===== src/rtl/fetch_unit.sv =====
// Instruction-fetch stage: owns the PC, issues one ibus request at a time, handles redirects.
// Optional FETCH_MISALIGN_CHECK_EN: misaligned PCs raise out_exc with a NOP instead of a bus request.
module fetch_unit #(
  parameter int              XLEN     = 64,
  parameter logic [XLEN-1:0] RESET_PC = XLEN'(64'h8000_0000)
) (
  input  logic            clk,
  input  logic            reset,
  output logic            ireq_valid,
  output logic [XLEN-1:0] ireq_addr,
  input  logic            iresp_addr_ok,
  input  logic            iresp_data_ok,
  input  logic [31:0]     iresp_data,
  input  logic            redirect_valid,
  input  logic [XLEN-1:0] redirect_pc,
  input  logic            out_ready,
  output logic            out_valid,
  output logic [XLEN-1:0] out_pc,
  output logic [31:0]     out_instr,
  output logic            out_exc
);

  typedef enum logic [2:0] {IDLE, REQ, WAIT, HOLD, HALT} state_t;

  localparam logic [31:0] NOP = 32'h0000_0013;

  state_t            state_reg, state_next;
  logic [XLEN-1:0]   pc_reg, pc_next;
  logic [XLEN-1:0]   pend_pc_reg, pend_pc_next;
  logic              kill_reg, kill_next;
  logic              out_valid_reg, out_valid_next;
  logic [XLEN-1:0]   out_pc_reg, out_pc_next;
  logic [31:0]       out_instr_reg, out_instr_next;
  logic              out_exc_reg, out_exc_next;

  always_ff @(posedge clk or posedge reset) begin
    if (reset) begin
      state_reg     <= IDLE;
      pc_reg        <= RESET_PC;
      pend_pc_reg   <= '0;
      kill_reg      <= 1'b0;
      out_valid_reg <= 1'b0;
      out_pc_reg    <= '0;
      out_instr_reg <= '0;
      out_exc_reg   <= 1'b0;
    end else begin
      state_reg     <= state_next;
      pc_reg        <= pc_next;
      pend_pc_reg   <= pend_pc_next;
      kill_reg      <= kill_next;
      out_valid_reg <= out_valid_next;
      out_pc_reg    <= out_pc_next;
      out_instr_reg <= out_instr_next;
      out_exc_reg   <= out_exc_next;
    end
  end

  always_comb begin
    state_next     = state_reg;
    pc_next        = pc_reg;
    pend_pc_next   = pend_pc_reg;
    kill_next      = kill_reg;
    out_valid_next = out_valid_reg;
    out_pc_next    = out_pc_reg;
    out_instr_next = out_instr_reg;
    out_exc_next   = out_exc_reg;

    case (state_reg)
      IDLE: begin
        if (redirect_valid) pc_next = redirect_pc;
        state_next = REQ;
      end
      REQ: begin
        // An issued request is never withdrawn; a redirect only marks its data for discard.
        if (redirect_valid) begin
          pend_pc_next = redirect_pc;
          kill_next    = 1'b1;
        end
        if (iresp_addr_ok) state_next = WAIT;
      end
      WAIT: begin
        if (iresp_data_ok) begin
          if (redirect_valid) begin
            pc_next    = redirect_pc;
            kill_next  = 1'b0;
            state_next = REQ;
          end else if (kill_reg) begin
            pc_next    = pend_pc_reg;
            kill_next  = 1'b0;
            state_next = REQ;
          end else begin
            out_valid_next = 1'b1;
            out_pc_next    = pc_reg;
            out_instr_next = iresp_data;
            out_exc_next   = 1'b0;
            state_next     = HOLD;
          end
        end else if (redirect_valid) begin
          pend_pc_next = redirect_pc;
          kill_next    = 1'b1;
        end
      end
      HOLD: begin
        if (redirect_valid) begin
          pc_next        = redirect_pc;
          out_valid_next = 1'b0;
          state_next     = REQ;
        end else if (out_ready) begin
          out_valid_next = 1'b0;
`ifdef FETCH_MISALIGN_CHECK_EN
          if (out_exc_reg) begin
            state_next = HALT;
          end else begin
            pc_next    = pc_reg + XLEN'(4);
            state_next = REQ;
          end
`else
          pc_next    = pc_reg + XLEN'(4);
          state_next = REQ;
`endif
        end
      end
      HALT: begin
        if (redirect_valid) begin
          pc_next    = redirect_pc;
          state_next = REQ;
        end
      end
      default: state_next = IDLE;
    endcase

`ifdef FETCH_MISALIGN_CHECK_EN
    // Intercept every entry into REQ: a misaligned PC becomes an exception record, never a bus request.
    if (state_next == REQ && pc_next[1:0] != 2'b00) begin
      state_next     = HOLD;
      out_valid_next = 1'b1;
      out_pc_next    = pc_next;
      out_instr_next = NOP;
      out_exc_next   = 1'b1;
    end
`endif
  end

  assign ireq_valid = (state_reg == REQ);
  assign ireq_addr  = pc_reg;
  assign out_valid  = out_valid_reg;
  assign out_pc     = out_pc_reg;
  assign out_instr  = out_instr_reg;
  assign out_exc    = out_exc_reg;

endmodule

===== config.mk =====
export PLATFORM = sky130hd
export DESIGN_NAME = fetch_unit
export DESIGN_NICKNAME = d
export VERILOG_FILES = /design/src/rtl/fetch_unit.sv
export SDC_FILE = /design/constraint.sdc
export NUM_CORES = 1
export LEC_CHECK = 0
export ABC_CLOCK_PERIOD_IN_PS = 9590
export BUFFER_PORTS_ARGS = -buffer_cell sky130_fd_sc_hd__buf_2
export CAP_MARGIN = 20
export CORE_AREA = 2 2 178 145
export DETAILED_ROUTE_END_ITERATION = 7
export DIE_AREA = 0 0 180 147
export PLACE_DENSITY = 0.72
export SKIP_LAST_GASP = 1
export SLEW_MARGIN = 15
export SYNTH_ARGS = -nofsm -noshare
export SYNTH_HDL_FRONTEND = slang
export SYNTH_SLANG_ARGS = --single-unit

===== constraint.sdc =====
create_clock -name clk -period 9.59 [get_ports clk]
set_clock_uncertainty 0.1 [all_clocks]
set_input_delay 0.4795 -clock clk [delete_from_list [all_inputs] [get_ports clk]]
set_output_delay 0.4795 -clock clk [all_outputs]
set_load 0.01 [all_outputs]

==> impl_metrics.toml, run 1 <==
[detailed_routing]
drcViolationCount = 0
wirelength_um = 35400
drt_iter0_markers = 856
firstDrtPassIters = 7
via_per_inst = 6.12
vias = 10600
ant_nets = 0
wire_per_inst_um = 20.4

[outcome]
status = "finished, final reports clean"

[critical_path]
endpoint = "ireq_addr[1]$_DFFE_PP0P_"
reg2reg_slack_ps = 5810
crit_path_start = "state_reg[0]$_DFFE_PP0P_"
worstPathArrival_ps = 4060
start_kind = "register"
r2r_end = "ireq_addr[1]$_DFFE_PP0P_"
rr_worst_depth = 9
end_kind = "register"
cp.required_ps = 9870
critical_path_class = "reg2reg"
timing.rr.start = "state_reg[0]$_DFFE_PP0P_"
critPathMaxFanout = 55

[pwr]
leakage_nw = 6.83
p_total_w = 0.00515
p_per_area_nw_per_um2 = 353
ir_drop_mv = 0.262

[placement]
gp_congestion = 0.828
hpwl_um = 23300
io_buffer_count = 263
pre_cts_slack_ps = 5780

[clocking]
clockBufferDepth = 3
root_buffer = "clkbuf_16"
worstSkewPairLatency_ps = 530
ctsResizeCount = 0
cts_hold_buf = 1
h-tree-depth = 1
cts.clk_slew.worst_paths_ps = 60
postCtsSetupBuffers = 0
cts_buffers = 25
numClockSinks = 228
cts_tree = "built"

[synthesis]
synthArstFlopShare_pct = 100
ys_types = 68
synth-seq-cells = 228
synth_ff_type = "dfrtp_1"
avgSynthCellArea_sq_um = 10.5
yosys_warnings = 0
ys_seq_area_share_pct = 46.8
syn_inst = 1164
synth_edf_count = 0
netlist_area_sq_um = 12200
synth_fp_nets = 1272

[floorplanning]
die_h_um = 147
initial_core_util_pct = 49.2
ios = 265
die_w_um = 180
row_count = 52
die-area_sq_um = 26500
coreArea_sq_um = 24800

[cells_and_area]
drive_gt1_share_pct = 37.8
layout_commonest_cell = "buf_2"
fin_util_pct = 58.8
nNetsFinal = 1496
syn2layout_area_growth_pct = 19.6
seqCellArea_sq_um = 5710
n_fill_cell = 2067
layout_common_cells = "buf_2, dfrtp_1, mux2_2, nand2_1, nor2_1"
multi_input_area_sq_um = 6080

[global_routing]
grt-ovfl-total = 0
gr-usage-all-layers_pct = 25.9
first_global_vias = 10100
grt_max_degree = 95
grt_use_met3_pct = 4.44
grt.busiest_layer = "met2"
grt_use_met1_pct = 37.3
antenna_found_initial = 10
grt_pass1_wl_um = 55700
grt_use_met2_pct = 39.7

[timing]
period_minus_slack_ps = 3780
drv_slew = 0
finalHoldViolations = 0
tns_ps = 0
rsz0062_at_grt = "no"
setup-violations-final = 0
period_share_pct = 39.4
max-slew-margin-rel_pct = 26.6
fmax_mhz = 265
timing.final.ws_setup_ps = 5810
worstMarginPinSlew_ps = 1100
hold_ws_ps = 78.3

[min_path]
min-delay-start = "iresp_data[9]"
holdCritPathClass = "in2reg"

[job]
drv_cap = 0
stage by stage:
step | cell area (sq um) | std cells
4_1_cts | 14500 | 1727
3_3_place_gp | 13700 | 1683
5_1_grt | 14600 | 1734
2_1_floorplan | 12200 | 1164
3_5_place_dp | 13700 | 1683
6_report | 14600 | 1735
power breakdown:
| group | total [W] | internal, W | switching [W] |
|---|---|---|---|
| sequential | 0.00182 | 0.00138 | 0.000441 |
| clock | 0.000996 | 0.000600 | 0.000396 |
| combinational | 0.00234 | 0.00101 | 0.00133 |
worst min-delay path by stage:
stage / to / depth (start not counted) / slack (ps)
floorplan: pend_pc_reg[23]$_DFFE_PP0P_ / 1 / 370
CTS: out_instr[1]$_DFFE_PP0P_ / 2 / 70
global route: out_instr[4]$_DFFE_PP0P_ / 2 / 70
detailed placement: out_pc[6]$_DFFE_PP0P_ / 1 / 390
finish: out_instr[9]$_DFFE_PP0P_ / 2 / 80
global placement: pend_pc_reg[36]$_DFFE_PP0P_ / 1 / 380
synth_stat cells (3+ instances only):
master	number	area share (%)
nor2b_1	5	0.26
nand2_1	120	3.7
a22o_1	3	0.22
or3_1	8	0.41
o22ai_1	4	0.21
o21a_1	3	0.18
a211oi_1	6	0.37
a32o_1	22	1.8
and3_2	3	0.18
o31ai_1	16	0.99
and3_1	7	0.36
buf_1	10	0.31
nor4_1	10	0.51
ha_1	6	0.62
dfrtp_1	227	47
inv_1	18	0.55
nand3_1	36	1.5
nor2_1	65	2.0
nand3b_1	3	0.18
o2111ai_1	4	0.29
mux2i_1	59	4.8
clkbuf_1	40	1.2
or2_2	4	0.21
a31oi_1	15	0.77
a21oi_1	47	1.9
buf_4	3	0.18
mux2_2	170	16
a41oi_1	4	0.29
and2_1	3	0.15
o211ai_1	22	1.4
nor3_1	21	0.86
a31o_2	19	1.4
and4_1	6	0.43
o41ai_1	8	0.57
nand2b_1	4	0.21
nand4_1	31	1.6
buf_2	26	1.1
o21ai_0	64	2.6
cell type report:
cell class / instances / share of cell area [%]
Timing Repair Buffer: 278 / 9.92
Multi-Input combinational cell: 836 / 41.7
Tap cell: 324 / 2.78
Sequential cell: 228 / 39.1
Clock inverter: 10 / 0.858
Inverter: 19 / 0.541
Antenna cell: 7 / 0.120
Clock buffer: 33 / 4.91
critical path, cell delays in order, from the launching register on:
cell and delay [ps]:
dfrtp_1 410, ha_1 250, nor2b_4 130, buf_4 350, a2111oi_4 640, a21boi_4 670
buf_4 640, nand2_1 200, nand2_1 110, o21ai_0 100
per-layer routing:
layer	vias up	routed length, um
li1	4800	-
met1	5231	15700
met2	511	15800
met3	78	2940
met4	6	966
met5	-	40
logic make-up (layout without fill, tap and decap cells):
logic type | after synthesis | after routing | synth area share, %
compound gates | 262 | 262 | 15.0
xor+xnor | 2 | 2 | 0.144
fa+ha+maj | 6 | 6 | 0.616
buf+inv | 100 | 340 | 3.46
flops | 228 | 228 | 46.8
mux | 229 | 229 | 20.6
other cells | 1 | 8 | 0.0308
simple gates | 336 | 336 | 13.3
(Power assumes the default switching activity.)
==> run 2, diff against run 1 <==
--- a/config.mk
+++ b/config.mk
@@ -5,13 +5,14 @@
 export SDC_FILE = /design/constraint.sdc
 export NUM_CORES = 1
 export LEC_CHECK = 0
-export ABC_CLOCK_PERIOD_IN_PS = 9590
+export ABC_AREA = 1
+export ABC_CLOCK_PERIOD_IN_PS = 3150
 export BUFFER_PORTS_ARGS = -buffer_cell sky130_fd_sc_hd__buf_2
 export CAP_MARGIN = 20
-export CORE_AREA = 2 2 178 145
+export CORE_AREA = 2 2 180 146
 export DETAILED_ROUTE_END_ITERATION = 7
-export DIE_AREA = 0 0 180 147
-export PLACE_DENSITY = 0.72
+export DIE_AREA = 0 0 182 148
+export PLACE_DENSITY = 0.74
 export SKIP_LAST_GASP = 1
 export SLEW_MARGIN = 15
 export SYNTH_ARGS = -nofsm -noshare
==> constraint.sdc (replaced) <==
create_clock -name clk -period 3.15 [get_ports clk]
set_clock_uncertainty 0.1 [all_clocks]
set_input_delay 0.1575 -clock clk [delete_from_list [all_inputs] [get_ports clk]]
set_output_delay 0.1575 -clock clk [all_outputs]
set_load 0.01 [all_outputs]
==> run 2 against run 1 <==
  * Fmax up 49%
  * Count of clock-buffer cells in the layout rose by 4
  * Synthesized cell count grew 49%
  * First-iteration DRC count grew 64%
  * Worst setup slack got worse by 5200 ps
  * Critical endpoint is now kill_reg$_DFFE_PP0P_
  * Largest power group unchanged
  * Highest routed layer is now met4
==> impl_metrics.toml, run 2 <==
[clocking]
clockBufferDepth = 3
cts_buffers = 25
h-tree-depth = 1
numClockSinks = 228
root_buffer = "clkbuf_16"
cts_hold_buf = 101
ctsResizeCount = 0
worstSkewPairLatency_ps = 530
cts_tree = "built"
cts.clk_slew.worst_paths_ps = 60
postCtsSetupBuffers = 0

[floorplanning]
die_h_um = 148
initial_core_util_pct = 49.4
ios = 265
die_w_um = 182
die-area_sq_um = 26900
row_count = 52
coreArea_sq_um = 25100

[outcome]
status = "finished, final reports clean"

[min_path]
holdCritPathClass = "in2reg"
hold_depth = 5
hold_end = "pend_pc_reg[31]$_DFFE_PP0P_"
min-delay-start = "redirect_pc[31]"

[pwr]
leakage_nw = 7.90
p_per_area_nw_per_um2 = 1070
ir_drop_mv = 0.895

[synthesis]
ys_top_cells_by_count = "nand2_1, o21ai_0, dfrtp_1"
synth.most_common_cell = "nand2_1"
syn_inst = 1731
synth_compound_area_share_pct = 15.7
netlist_area_sq_um = 12400
synth_top_family_by_area = "simple AND/OR/NAND/NOR gates"
muxShareOfSynthArea_pct = 3.45
yosys_warnings = 0
ys_seq_area_share_pct = 46.0
yosysTopAreaCell = "dfrtp_1"
synthArstFlopShare_pct = 100
synth_edf_count = 0
synthSimpleGateAreaFrac_pct = 26.0
synth-seq-cells = 228
avgSynthCellArea_sq_um = 7.17
synth_xor_area_share_pct = 0.141
synth_ff_type = "dfrtp_1"
yosys-top-cells-area = "dfrtp_1, nand2_1, o21ai_0, nor2_1, inv_1"
synth_fp_nets = 1839
synthAdderAreaFrac_pct = 0.605
synth.top_cell.area_share_pct = 45.8
ys_types = 31

[cells_and_area]
syn2layout_area_growth_pct = 27.7
fin_cells = 2400
layout_commonest_cell = "nand2_1"
drive_gt1_share_pct = 18.2
final_area_sq_um = 15900
layout_common_cells = "nand2_1, o21ai_0, buf_2, dfrtp_1, nor2_1"
nNetsFinal = 2166

[timing]
fmax_mhz = 394
hold_ws_ps = 21.6
finalHoldViolations = 0
max-slew-margin-rel_pct = 44.7
timing.final.ws_setup_ps = 610
setup-violations-final = 0
drv_slew = 0
period_share_pct = 80.6
worstMarginPinSlew_ps = 829
rsz0062_at_grt = "no"
period_minus_slack_ps = 2540
tns_ps = 0

[critical_path]
reg2reg_slack_ps = 610
rr_worst_depth = 8
start_kind = "register"
worstPathArrival_ps = 2860
crit_path_start = "state_reg[0]$_DFFE_PP0P_"
timing.rr.start = "state_reg[0]$_DFFE_PP0P_"
end_kind = "register"
critPathMaxFanout = 35
r2r_end = "kill_reg$_DFFE_PP0P_"
critical_path_class = "reg2reg"
cp.required_ps = 3470

[detailed_routing]
vias = 13000
wirelength_um = 46000
drcViolationCount = 0
via_per_inst = 5.41
ant_nets = 0
firstDrtPassIters = 6
wire_per_inst_um = 19.2
drt_iter0_markers = 1406

[global_routing]
gr-usage-all-layers_pct = 33.7
grt-ovfl-total = 0
first_global_vias = 12200
grt_pass1_wl_um = 70000
antenna_found_initial = 0
grt_max_degree = 142

[placement]
hpwl_um = 32700
placed_area_sq_um = 14000
io_buffer_count = 263
placed_cells = 2254
gp_congestion = 0.978
pre_cts_slack_ps = 686

[job]
drv_cap = 0
-- run 2: cell types whose count changed in the layout (fill, tap and decap cells not counted), sizes merged, moves of 23 or more --
cell / previous run / this run
nand2: 120 / 537
o21ai: 65 / 288
nor2: 65 / 230
inv: 19 / 167
mux2: 170 / 38
dlygate4sd3: 1 / 101
mux2i: 59 / 0
a21oi: 47 / 70
nand4: 31 / 8
-- run 2: layout make-up --
class | instances | area [sq um]
Tap cell | 324 | 405
Inverter | 169 | 638
Clock buffer | 37 | 751
Timing Repair Buffer | 383 | 2530
Antenna cell | 1 | 2.50
Sequential cell | 228 | 5710
Clock inverter | 7 | 90.1
Multi-Input combinational cell | 1251 | 5720
Fill cell | 2248 | 9260
-- run 2: cells by family after synthesis --
group	Yosys count
mux	38
compound gates	380
flops	228
fa+ha+maj	6
buf+inv	252
simple gates	824
other cells	1
xor+xnor	2
-- run 2: how the worst max path moves through the flow --
stage	endpoint	slack, ps	cells after the start
floorplan	ireq_addr[0]$_DFFE_PP0P_	-90	1
global route	kill_reg$_DFFE_PP0P_	440	8
detailed placement	ireq_addr[38]$_DFFE_PP0P_	690	12
CTS	kill_reg$_DFFE_PP0P_	660	8
finish	kill_reg$_DFFE_PP0P_	610	8
global placement	ireq_addr[54]$_DFFE_PP0P_	780	9
-- run 2: critical path: stages (launching register included) --
cell,delay (ps)
dfrtp_1,430
inv_1,110
ha_2,290
inv_2,240
buf_4,460
o21bai_1,90
o21ai_0,90
dlygate4sd3_1,580
inv_1,40
-- run 2: through the flow --
stage          util (%)  total power (W)
2_1_floorplan         -           0.0104
3_3_place_gp       55.7           0.0133
3_5_place_dp       55.7           0.0135
4_1_cts            63.1           0.0167
5_1_grt            63.1           0.0181
6_report           63.1           0.0169
-- run 2: per-layer routing --
layer  vias to the layer above  part of all wire [%]  GRT usage, %  wire length [um]
met4                         0                   2.4          7.22              1110
met1                      6013                    45          51.0             20500
met2                       729                    41          49.1             19000
met3                        81                    12          7.81              5340
met5                         -                     0             0                 0
li1                       6157                     -             -                 -
-- run 2: where the power goes --
| part | total, W | switching (W) | internal, W |
|---|---|---|---|
| Sequential | 0.00550 | 0.00123 | 0.00427 |
| Combinational | 0.00838 | 0.00561 | 0.00278 |
| Clock | 0.00303 | 0.00123 | 0.00180 |
==> run 3, diff against run 2 <==
--- a/config.mk
+++ b/config.mk
@@ -6,13 +6,13 @@
 export NUM_CORES = 1
 export LEC_CHECK = 0
 export ABC_AREA = 1
-export ABC_CLOCK_PERIOD_IN_PS = 3150
+export ABC_CLOCK_PERIOD_IN_PS = 2350
 export BUFFER_PORTS_ARGS = -buffer_cell sky130_fd_sc_hd__buf_2
 export CAP_MARGIN = 20
 export CORE_AREA = 2 2 180 146
 export DETAILED_ROUTE_END_ITERATION = 7
 export DIE_AREA = 0 0 182 148
-export PLACE_DENSITY = 0.74
+export PLACE_DENSITY = 0.71
 export SKIP_LAST_GASP = 1
 export SLEW_MARGIN = 15
 export SYNTH_ARGS = -nofsm -noshare
==> constraint.sdc (replaced) <==
create_clock -name clk -period 2.35 [get_ports clk]
set_clock_uncertainty 0.1 [all_clocks]
set_input_delay 0.1175 -clock clk [delete_from_list [all_inputs] [get_ports clk]]
set_output_delay 0.1175 -clock clk [all_outputs]
set_load 0.01 [all_outputs]
==> run 3 against run 2 <==
  * First-iteration DRC count increased by 10%
  * Combinational power rose by 46%
  * Wire length shrank 1.4%
  * Power is 37% higher
  * Sequential power grew 30%
  * Global-route usage shrank 0.29 points
  * Largest power group unchanged
  * Highest routed layer is now met5
==> impl_metrics.toml, run 3 (synthesis gave the netlist of run 2 again) <==
[outcome]
status = "finished, final reports clean"

[clocking]
numClockSinks = 228
cts_tree = "built"
cts_buffers = 25
worstSkewPairLatency_ps = 530
h-tree-depth = 1
clockBufferDepth = 3
root_buffer = "clkbuf_16"
cts.clk_slew.worst_paths_ps = 60

[global_routing]
antenna_found_initial = 2
gr-usage-all-layers_pct = 33.4
grt-ovfl-total = 0
grt_pass1_wl_um = 69400
first_global_vias = 11900
grt_max_degree = 67

[pwr]
leakage_nw = 8.10
p_int_w = 0.0122
p_per_area_nw_per_um2 = 1430
p_sw_w = 0.0110
clkPwrFrac_pct = 16.8
swShare_pct = 47.4
comb_power_share_pct = 52.4
ir_drop_mv = 1.23
seq_power_share_pct = 30.8

[critical_path]
r2r_end = "ireq_addr[58]$_DFFE_PP0P_"
slowest_delay_ps = 380
cp.required_ps = 2710
critical_path_class = "reg2reg"
reg2reg_slack_ps = 130
slowest_stage = "dfrtp_1"
critPathMaxFanout = 46
timing.rr.start = "state_reg[0]$_DFFE_PP0P_"
worstPathArrival_ps = 2580
rr_worst_depth = 12
end_kind = "register"
crit_chain = "inv_1 -> ha_1 -> inv_1 -> nor2_1 -> nor2_2 -> o21ai_1 -> nor2_4 -> inv_2 -> buf_12 -> nor2_2 -> nand2_1 -> nand2_1"
start_kind = "register"

[floorplanning]
die_h_um = 148
ios = 265
die_w_um = 182
initial_core_util_pct = 49.4
row_count = 52
die-area_sq_um = 26900
coreArea_sq_um = 25100

[detailed_routing]
ant_nets = 0
via_per_inst = 5.41
vias = 13200
wirelength_um = 45400
firstDrtPassIters = 5
wire_per_inst_um = 18.6
drcViolationCount = 0
drt_iter0_markers = 1552

[timing]
period_share_pct = 94.6
finalHoldViolations = 0
setup-violations-final = 0
tns_ps = 0
rsz0062_at_grt = "no"
max-slew-margin-rel_pct = 64.7
worstMarginPinSlew_ps = 528
fmax_mhz = 450
period_minus_slack_ps = 2220
drv_slew = 0
timing.final.ws_setup_ps = 126

[cells_and_area]
drive_gt1_share_pct = 19.7
final_area_sq_um = 16200
nNetsFinal = 2199
fin_util_pct = 64.5
layout_commonest_cell = "nand2_1"
syn2layout_area_growth_pct = 30.5
layout_common_cells = "nand2_1, o21ai_0, buf_2, dfrtp_1, nor2_1"

[placement]
gp_congestion = 1.01
pre_cts_slack_ps = 48.2
io_buffer_count = 263
placed_area_sq_um = 14400
hpwl_um = 33400

[min_path]
hold_depth = 5
hold_end = "kill_reg$_DFFE_PP0P_"
holdCritPathClass = "in2reg"
min-delay-start = "redirect_valid"

[job]
drv_cap = 0
-- run 3: cell count changes in the layout (fill, tap and decap cells not counted), sizes merged --
cell         change
bufinv           -2
clkinv           +1
dlygate4sd3      -1
clkinvlp         -2
buf             +34
clkbuf           +4
-- run 3: how the worst max path moves through the flow --
| stage | from | end | slack, ps | cells past startpoint |
|---|---|---|---|---|
| 6_report | state_reg[0]$_DFFE_PP0P_ | ireq_addr[58]$_DFFE_PP0P_ | 130 | 12 |
| 5_1_grt | ireq_addr[2]$_DFFE_PP0P_ | ireq_addr[62]$_DFFE_PP0P_ | 1 | 12 |
| 4_1_cts | state_reg[0]$_DFFE_PP0P_ | ireq_addr[58]$_DFFE_PP0P_ | 30 | 12 |
| 3_5_place_dp | state_reg[0]$_DFFE_PP0P_ | ireq_addr[58]$_DFFE_PP0P_ | 50 | 12 |
| 3_3_place_gp | state_reg[0]$_DFFE_PP0P_ | ireq_addr[58]$_DFFE_PP0P_ | 70 | 12 |
| 2_1_floorplan | reset | ireq_addr[0]$_DFFE_PP0P_ | -850 | 1 |
-- run 3: area by class of cell --
type / instances / area [sq um]
well taps: 324 / 405
clock inverters: 4 / 31.3
fillers: 2281 / 8920
multi-input cells: 1251 / 5730
inverters: 169 / 638
flip-flops and latches: 228 / 5710
diodes: 1 / 2.50
clock buffers: 41 / 786
repair buffers: 416 / 2890
-- run 3: critical path: cells and delay by family (launching register included) --
| kind | cells | cell delay (ps) |
|---|---|---|
| AND/OR/NAND/NOR | 6 | 810 |
| buffers and inverters | 4 | 460 |
| flip-flops | 1 | 380 |
| adder cells (fa/ha/maj) | 1 | 250 |
| AO/OA/AOI/OAI | 1 | 130 |
-- run 3: power by group through the flow --
stage | Clock (W) | Sequential, W | Combinational, W
global placement | 0 | 0.00710 | 0.0115
global route | 0.00411 | 0.00734 | 0.0134
CTS | 0.00395 | 0.00710 | 0.0119
finish | 0.00391 | 0.00716 | 0.0122
floorplan | 0 | 0.00735 | 0.00654
detailed placement | 0 | 0.00716 | 0.0117
-- run 3: metrics by stage --
stage               cells  hold slack [ps]  power [W]
finish               2434             29.4     0.0232
global route         2434             75.8     0.0249
global placement     2286             83.2     0.0186
detailed placement   2286             91.3     0.0188
CTS                  2431             18.6     0.0229
floorplan            1731              168     0.0139
-- run 3: what timing repair did --
item / 4_1_cts / 5_1_grt
setup buffers: 0 / 2
gates resized for setup: 0 / 4
setup endpoints to repair: 0 / 11
hold endpoints to repair: 327 / 0
hold buffers: 100 / 0
-- run 3: routing by layer --
layer	track usage [%]	wire [um]	up-vias
li1	-	-	6250
met1	51.7	20500	6067
met2	46.8	18200	767
met3	8.13	5730	79
met4	7.42	962	2
met5	0	10	-
